**src/rtl/mult_radix4_serial.sv**
```systemverilog
// mult_radix4_serial: WIDTH x WIDTH multiplier that decomposes both operands
// into 2-bit digits and retires one digit of the multiplier per clock.
// Signed operands are handled as sign-magnitude: magnitudes are multiplied
// unsigned and the product is negated once at the end when the signs differ.
// Valid/ready handshakes on both sides; a result handed off in DONE can be
// overlapped with the acceptance of the next operand pair.

module mult_radix4_serial #(
    parameter int WIDTH = 8
) (
    input  logic                 clk,
    input  logic                 rst_n,
    input  logic                 in_valid,
    output logic                 in_ready,
    input  logic                 is_signed,
    input  logic [WIDTH-1:0]     A,
    input  logic [WIDTH-1:0]     B,
    output logic                 out_valid,
    input  logic                 out_ready,
    output logic [2*WIDTH-1:0]   P,
    output logic                 busy
);

    localparam int N      = WIDTH / 2;
    localparam int CNT_W  = (N > 1) ? $clog2(N) : 1;
    localparam int PW     = 2 * WIDTH;
    localparam int ROW_W  = WIDTH + 2;
    localparam logic [CNT_W-1:0] LAST_DIGIT = CNT_W'(N - 1);

    typedef enum logic [1:0] {
        ST_IDLE = 2'd0,
        ST_RUN  = 2'd1,
        ST_DONE = 2'd2
    } state_t;

    // Exact 2x2 -> 4-bit digit product.
    function automatic logic [3:0] digit_product(input logic [1:0] da, input logic [1:0] db);
        digit_product = {2'b00, da} * {2'b00, db};
    endfunction

    // Unsigned magnitude of an operand; -2^(WIDTH-1) maps to 2^(WIDTH-1),
    // which still fits in WIDTH unsigned bits.
    function automatic logic [WIDTH-1:0] magnitude(input logic [WIDTH-1:0] v, input logic sgn);
        if (sgn && v[WIDTH-1]) begin
            magnitude = ~v + WIDTH'(1);
        end else begin
            magnitude = v;
        end
    endfunction

    state_t              state_r;
    state_t              state_nx_s;
    logic [WIDTH-1:0]    mag_a_r;
    logic [WIDTH-1:0]    mag_b_r;
    logic                neg_r;
    logic [PW-1:0]       acc_r;
    logic [CNT_W-1:0]    cnt_r;
    logic [PW-1:0]       p_r;
    logic                out_valid_r;
    logic                busy_r;

    logic                in_ready_s;
    logic                accept_s;
    logic                last_digit_s;
    logic [1:0]          digit_b_s;
    logic [ROW_W-1:0]    row_s;
    logic [PW-1:0]       row_shifted_s;
    logic [PW-1:0]       acc_nx_s;
    logic [PW-1:0]       result_s;

    // Handshake and next-state decode.
    always_comb begin
        in_ready_s   = 1'b0;
        accept_s     = 1'b0;
        state_nx_s   = state_r;
        last_digit_s = (cnt_r == LAST_DIGIT);
        if ((state_r == ST_IDLE) || ((state_r == ST_DONE) && out_ready)) begin
            in_ready_s = 1'b1;
        end else begin
            in_ready_s = 1'b0;
        end
        accept_s = in_valid & in_ready_s;
        case (state_r)
            ST_IDLE: begin
                if (accept_s) begin
                    state_nx_s = ST_RUN;
                end else begin
                    state_nx_s = ST_IDLE;
                end
            end
            ST_RUN: begin
                if (last_digit_s) begin
                    state_nx_s = ST_DONE;
                end else begin
                    state_nx_s = ST_RUN;
                end
            end
            ST_DONE: begin
                if (!out_ready) begin
                    state_nx_s = ST_DONE;
                end else if (accept_s) begin
                    state_nx_s = ST_RUN;
                end else begin
                    state_nx_s = ST_IDLE;
                end
            end
            default: begin
                state_nx_s = ST_IDLE;
            end
        endcase
    end

    // One partial-product row: magA times the current multiplier digit,
    // built from N digit products, then aligned to the digit position.
    always_comb begin
        digit_b_s = mag_b_r[{cnt_r, 1'b0} +: 2];
        row_s     = '0;
        for (int i = 0; i < N; i++) begin
            row_s = row_s + (ROW_W'(digit_product(mag_a_r[2*i +: 2], digit_b_s)) << (2*i));
        end
        row_shifted_s = {{(PW-ROW_W){1'b0}}, row_s} << {cnt_r, 1'b0};
        acc_nx_s      = acc_r + row_shifted_s;
        if (neg_r) begin
            result_s = ~acc_nx_s + PW'(1);
        end else begin
            result_s = acc_nx_s;
        end
    end

    // State register.
    always_ff @(posedge clk) begin
        if (!rst_n) begin
            state_r <= ST_IDLE;
        end else begin
            state_r <= state_nx_s;
        end
    end

    // Operand capture, digit accumulation and registered outputs.
    always_ff @(posedge clk) begin
        if (!rst_n) begin
            mag_a_r     <= '0;
            mag_b_r     <= '0;
            neg_r       <= 1'b0;
            acc_r       <= '0;
            cnt_r       <= '0;
            p_r         <= '0;
            out_valid_r <= 1'b0;
            busy_r      <= 1'b0;
        end else begin
            case (state_r)
                ST_IDLE, ST_DONE: begin
                    if (accept_s) begin
                        mag_a_r <= magnitude(A, is_signed);
                        mag_b_r <= magnitude(B, is_signed);
                        neg_r   <= is_signed & (A[WIDTH-1] ^ B[WIDTH-1]);
                        acc_r   <= '0;
                        cnt_r   <= '0;
                    end else begin
                        acc_r   <= acc_r;
                    end
                end
                ST_RUN: begin
                    acc_r <= acc_nx_s;
                    if (last_digit_s) begin
                        cnt_r <= '0;
                        p_r   <= result_s;
                    end else begin
                        cnt_r <= cnt_r + CNT_W'(1);
                    end
                end
                default: begin
                    acc_r <= '0;
                    cnt_r <= '0;
                end
            endcase
            out_valid_r <= (state_nx_s == ST_DONE);
            busy_r      <= (state_nx_s == ST_RUN);
        end
    end

    assign in_ready  = in_ready_s;
    assign out_valid = out_valid_r;
    assign P         = p_r;
    assign busy      = busy_r;

endmodule

```
**config.mk**
```make
export PLATFORM = sky130hd
export DESIGN_NAME = mult_radix4_serial
export DESIGN_NICKNAME = d
export VERILOG_FILES = /design/src/rtl/mult_radix4_serial.sv
export SDC_FILE = /design/constraint.sdc
export NUM_CORES = 1
export LEC_CHECK = 0
export CELL_PAD_IN_SITES_DETAIL_PLACEMENT = 1
export CELL_PAD_IN_SITES_GLOBAL_PLACEMENT = 1
export CORE_ASPECT_RATIO = 1.1
export CORE_MARGIN = 5
export CORE_UTILIZATION = 47
export DETAILED_ROUTE_END_ITERATION = 10
export GPL_ROUTABILITY_DRIVEN = 0
export GPL_TIMING_DRIVEN = 0
export PLACE_DENSITY = 0.87
export SETUP_SLACK_MARGIN = 0.5
export SLEW_MARGIN = 25
export SYNTH_ARGS = -nofsm -noshare
export SYNTH_HDL_FRONTEND = slang
export SYNTH_SLANG_ARGS = --single-unit
```
**constraint.sdc**
```tcl
create_clock -name clk -period 15.7 [get_ports clk]
set_clock_uncertainty 0.15 [all_clocks]
set_input_delay 3.14 -clock clk [delete_from_list [all_inputs] [get_ports clk]]
set_output_delay 3.14 -clock clk [all_outputs]
set_load 0.03 [all_outputs]
```
# [After elaboration in Yosys (flattened, before gate mapping)]
# Index checks and enable logic that the tools add are counted.
[op_classes] mux=13 n_shift=2 n_eq_ne=6 n_mul=4 bitwise_logic=6 add_sub_neg=8 reduce_logical=8
[ops] cell="$mux 16" count=2
[ops] cell="$pmux 16 s2" count=1
[ops] cell="$add 16x1->16 const B" count=1
[ops] cell="$add 16x16->16" count=1
[ops] cell="$add 8x1->8 const B" count=2
[ops] cell="$mul 2x2->4" count=4
[ops] cell="$mux 8" count=2
[ops] cell="$not 16->16" count=1
[ops] cell="$not 8->8" count=2
[ops] cell="$shl 10x3->16" count=1
[ops] cell="$add 9x10->10" count=1
[ops] cell="$add 7x8->9" count=1
[ops] cell="$mux 2" count=4
[ops] cell="$shiftx 8x4->2" count=1
[ops] cell="$add 4x6->7" count=1
[ops] cell="$eq 2x2->1 const B" count=3
[ops] cell="$pmux 2 s3" count=1
[ops] cell="$eq 2x1->1 const B" count=2
[ops] cell="$pmux 2 s2" count=1
[ops] cell="$reduce_and 2->1" count=2
[ops] cell="$logic_and 1x1->1" count=3
[ops] cell="$add 2x1->2 const B" count=1
[ops] cell="$and 1x1->1" count=2
[ops] cell="$logic_not 2->1" count=1
[ops] cell="other kinds (5)" count=6
[totals] out_inout_bits=19 elab_cells=56 reg_bits=55 inputBits=21

# [Depth between registers and ports, before layout]
[logic_depth] depth_word=10 mapped_depth=25 depth_no_buf=23

# [Least setup slack after synthesis]
# No wires, ideal clock.
[synth_path] path_type="input-to-output" from="input out_ready" to="output in_ready" arrival_time_ns=3.730 n_path_buf=0 path_slack_ns=8.680 stages=2 required_time_ns=12.410 path_cell_list="inv_1 a21oi_1"
[synth_via] elab_chain_cells=3
[synth_rtl] element="start: declaration" line_no="19" source="input logic out_ready,"
[synth_rtl] element="$logic_and 1x1->1" line_no="77" source="if ((state_r == ST_IDLE) || ((state_r == ST_DONE) && out_ready)) begin"
[synth_rtl] element="$logic_or 1x1->1" line_no="77"
[synth_rtl] element="$mux 1" line_no="77"
[synth_rtl] element="end: declaration" line_no="14" source="output logic in_ready,"
# Every way passes these cells.

# [Worst setup path after layout]
# Same ends and word-level chain as after synthesis.

==> flow_metrics.py <==
metrics = {
    "detailed_routing": {
        "post_drt_wl_per_cell_um": 18.3,
        "drc": 0,
        "antenna_left": 0,
        "dr.pass1.iters": 5,
        "vias_per_cell": 5.95,
        "drtIter0Drc": 144,
        "dr_total_vias": 4001,
        "routed_wl_mm": 12.3,
    },
    "clock_tree": {
        "hold_buffers": 0,
        "cts_resized": 0,
        "cts_buffers": 5,
        "clkLatencyLatePin_ns": 0.33,
        "root_buffer": "clkbuf_8",
        "post-cts-setup-buffers": 0,
        "path_clk_slew_ns": 0.11,
        "clock_sinks": 55,
        "cts_tree": "built",
        "htree_levels": 2,
        "cts_buffer_depth": 2,
    },
    "setup_path": {
        "rr_endpoint": "P[15]$_SDFFE_PN0P_",
        "worstSetupEndpointType": "output port",
        "r2r_start": "cnt_r[0]$_SDFFE_PN0P_",
        "cp_data_required_time_ns": 12.41,
        "start_kind": "input pin",
        "ff2ff_setup_slack_ns": 8.59,
        "crit_type": "in -> out",
        "critPathArrivalTime_ns": 4.57,
        "cp_max_fo": 3,
        "r2r_cells": 24,
    },
    "worst_hold_path": {
        "worstHoldEndpoint": "mag_b_r[6]$_SDFFE_PN0P_",
        "holdCritStartpoint": "mag_b_r[6]$_SDFFE_PN0P_",
        "whs_path_depth": 2,
        "hp-class": "reg -> reg",
    },
    "global_route": {
        "overflow": 0,
        "grt_pass1_wl_mm": 20.0,
        "grt_pass1_vias": 4271,
        "grt_max_degree": 19,
        "grt.met1_usage_pct": 24.8,
        "globalRouteMet3Util_pct": 2.69,
        "grtUsageMet2_pct": 44.1,
        "grt-busiest-layer": "met2",
        "track_usage_pct": 22.9,
        "antenna_found_initial": 0,
    },
    "synth": {
        "seq_area_frac_synth_pct": 26.5,
        "avgSynthCellArea_um2": 8.11,
        "synthTopCellsByArea": "dfxtp_1 26%, ha_1 12%, nor2_1 5.4%, a21oi_1 4.7%, xnor2_1 4.6%",
        "yosys_warnings": 0,
        "syn_area_um2": 4160,
        "ys.flop_type": "dfxtp_1",
        "synth.distinct_cells": 62,
        "yosysTopAreaCell": "dfxtp_1",
        "netlist.area_leader.share_pct": 26.5,
        "synth_fp_nets": 575,
        "synthCells": 513,
        "async_flop_share_pct": 0,
        "synth_seq_cells": 55,
        "synth_enable_flop_cells": 0,
    },
    "final_layout": {
        "nNetsFinal": 620,
        "syn_to_final_growth_pct": 14.8,
        "final_cell_area_um2": 4770,
        "n_fill_cell": 1087,
        "mostFrequentLayoutCells": "60 x nor2_1, 55 x dfxtp_1, 39 x a21oi_1, 39 x ha_1, 38 x clkdlybuf4s50_1",
        "drive_above_1_share_pct": 4.65,
        "final_common_cell": "nor2_1",
        "antenna_cells": 0,
        "finalCoreUtilization_pct": 54.6,
    },
    "floorplan": {
        "die_h_um": 109,
        "ios": 40,
        "rows": 36,
        "initial_core_util_pct": 47.6,
        "core_area_um2": 8740,
        "die_area_um2": 10800,
        "chipWidth_um": 99.7,
    },
    "sta": {
        "tightest_slew_ns": 0.827,
        "maxSlewHeadroom_pct": 44.0,
        "period_share_pct": 50.0,
        "max_freq_ghz": 0.127,
        "setup_violations": 0,
        "period_needed_ns": 7.86,
        "fin_setup_tns_ns": 0,
        "holdWs_ns": 0.312,
        "rsz0062_at_grt": "no",
        "slew_violations": 0,
        "hold_viol_final": 0,
    },
    "placed_design": {
        "dpl_cell_area_um2": 4680,
        "dp_hpwl_mm": 10.1,
        "io_buffers": 38,
    },
    "power": {
        "ir_drop_uv": 39.9,
        "leakage_uw": 0.00187,
        "power_density_nw_per_um2": 64.4,
    },
    "flow_run": {
        "maxCapViolations": 0,
    },
    "status": {
        "outcome": "complete, no violations",
    },
}
## metrics by stage
step / setup WS, ns / total power [uW] / cells
floorplan: 8.68 / 200 / 513
global placement: 7.84 / 221 / 665
detailed placement: 7.85 / 225 / 665
CTS: 7.84 / 307 / 673
global route: 7.78 / 321 / 673
finish: 7.84 / 307 / 673
## worst max path at each step
stage          startpoint       end  slack (ns)
2_1_floorplan   out_ready  in_ready        8.68
3_3_place_gp    out_ready  in_ready        7.84
3_5_place_dp    out_ready  in_ready        7.85
4_1_cts         out_ready  in_ready        7.84
5_1_grt         out_ready  in_ready        7.78
6_report        out_ready  in_ready        7.84
## synth_stat cells, types with 8 or more instances
master	n
nor2_1	60
dfxtp_1	55
a21oi_1	39
ha_1	39
nand2_1	36
xnor2_1	22
and2_1	20
a211oi_1	19
inv_1	19
o21ai_0	19
xor2_1	17
a22oi_1	16
clkbuf_1	16
nand3_1	12
nor3_1	10
mux2i_1	8
o21a_1	8
## final cells by class
cell class / count / area, um2 / share of cell area, %
clock buffers: 5 / 68.8 / 1.44
well taps: 114 / 143 / 2.99
multi-input cells: 415 / 2890 / 60.6
repair buffers: 38 / 380 / 7.97
plain buffers: 23 / 90.1 / 1.89
flip-flops and latches: 55 / 1100 / 23.1
inverters: 20 / 75.1 / 1.57
clock inverters: 3 / 23.8 / 0.498
## kinds of logic (layout without fill, tap and decap cells)
group	after synthesis	after routing	synth area share (%)
AO/OA/AOI/OAI	150	150	24.9
XOR/XNOR	39	39	8.21
adder cells (fa/ha/maj)	41	41	12.7
buffers and inverters	43	89	3.97
flip-flops	55	55	26.5
multiplexers	12	12	3.55
AND/OR/NAND/NOR	173	173	20.2
## power breakdown
part	leakage [uW]	total (uW)	switching, uW	internal [uW]
sequential	0.000447	148	3.34	144
clock	0.0000408	84.9	52.8	32.1
combinational	0.00138	74.9	46.7	28.2
total	0.00187	307	103	205
## per-layer routing
| layer | wire length (um) | share of wire (%) | vias up |
|---|---|---|---|
| met2 | 6530 | 53 | 76 |
| met3 | 441 | 3.6 | 28 |
| met5 | 0 | 0 | - |
| met1 | 4850 | 39 | 1949 |
| met4 | 478 | 3.9 | 0 |
| li1 | - | - | 1948 |
## registers in the layout, indices dropped and copies added, names as in the netlist
name and cells:
state_r 2, neg_r 1, out_valid 1, mag_b_r 8, mag_a_r 8, busy 1, P 16, acc_r 16
cnt_r 2
## critical path: stages
cell	delay [ns]
clkdlybuf4s50_1	0.45
inv_1	0.05
a21oi_1	0.21
clkdlybuf4s50_1	0.71
No activity file was read; power rests on OpenSTA's default activity.
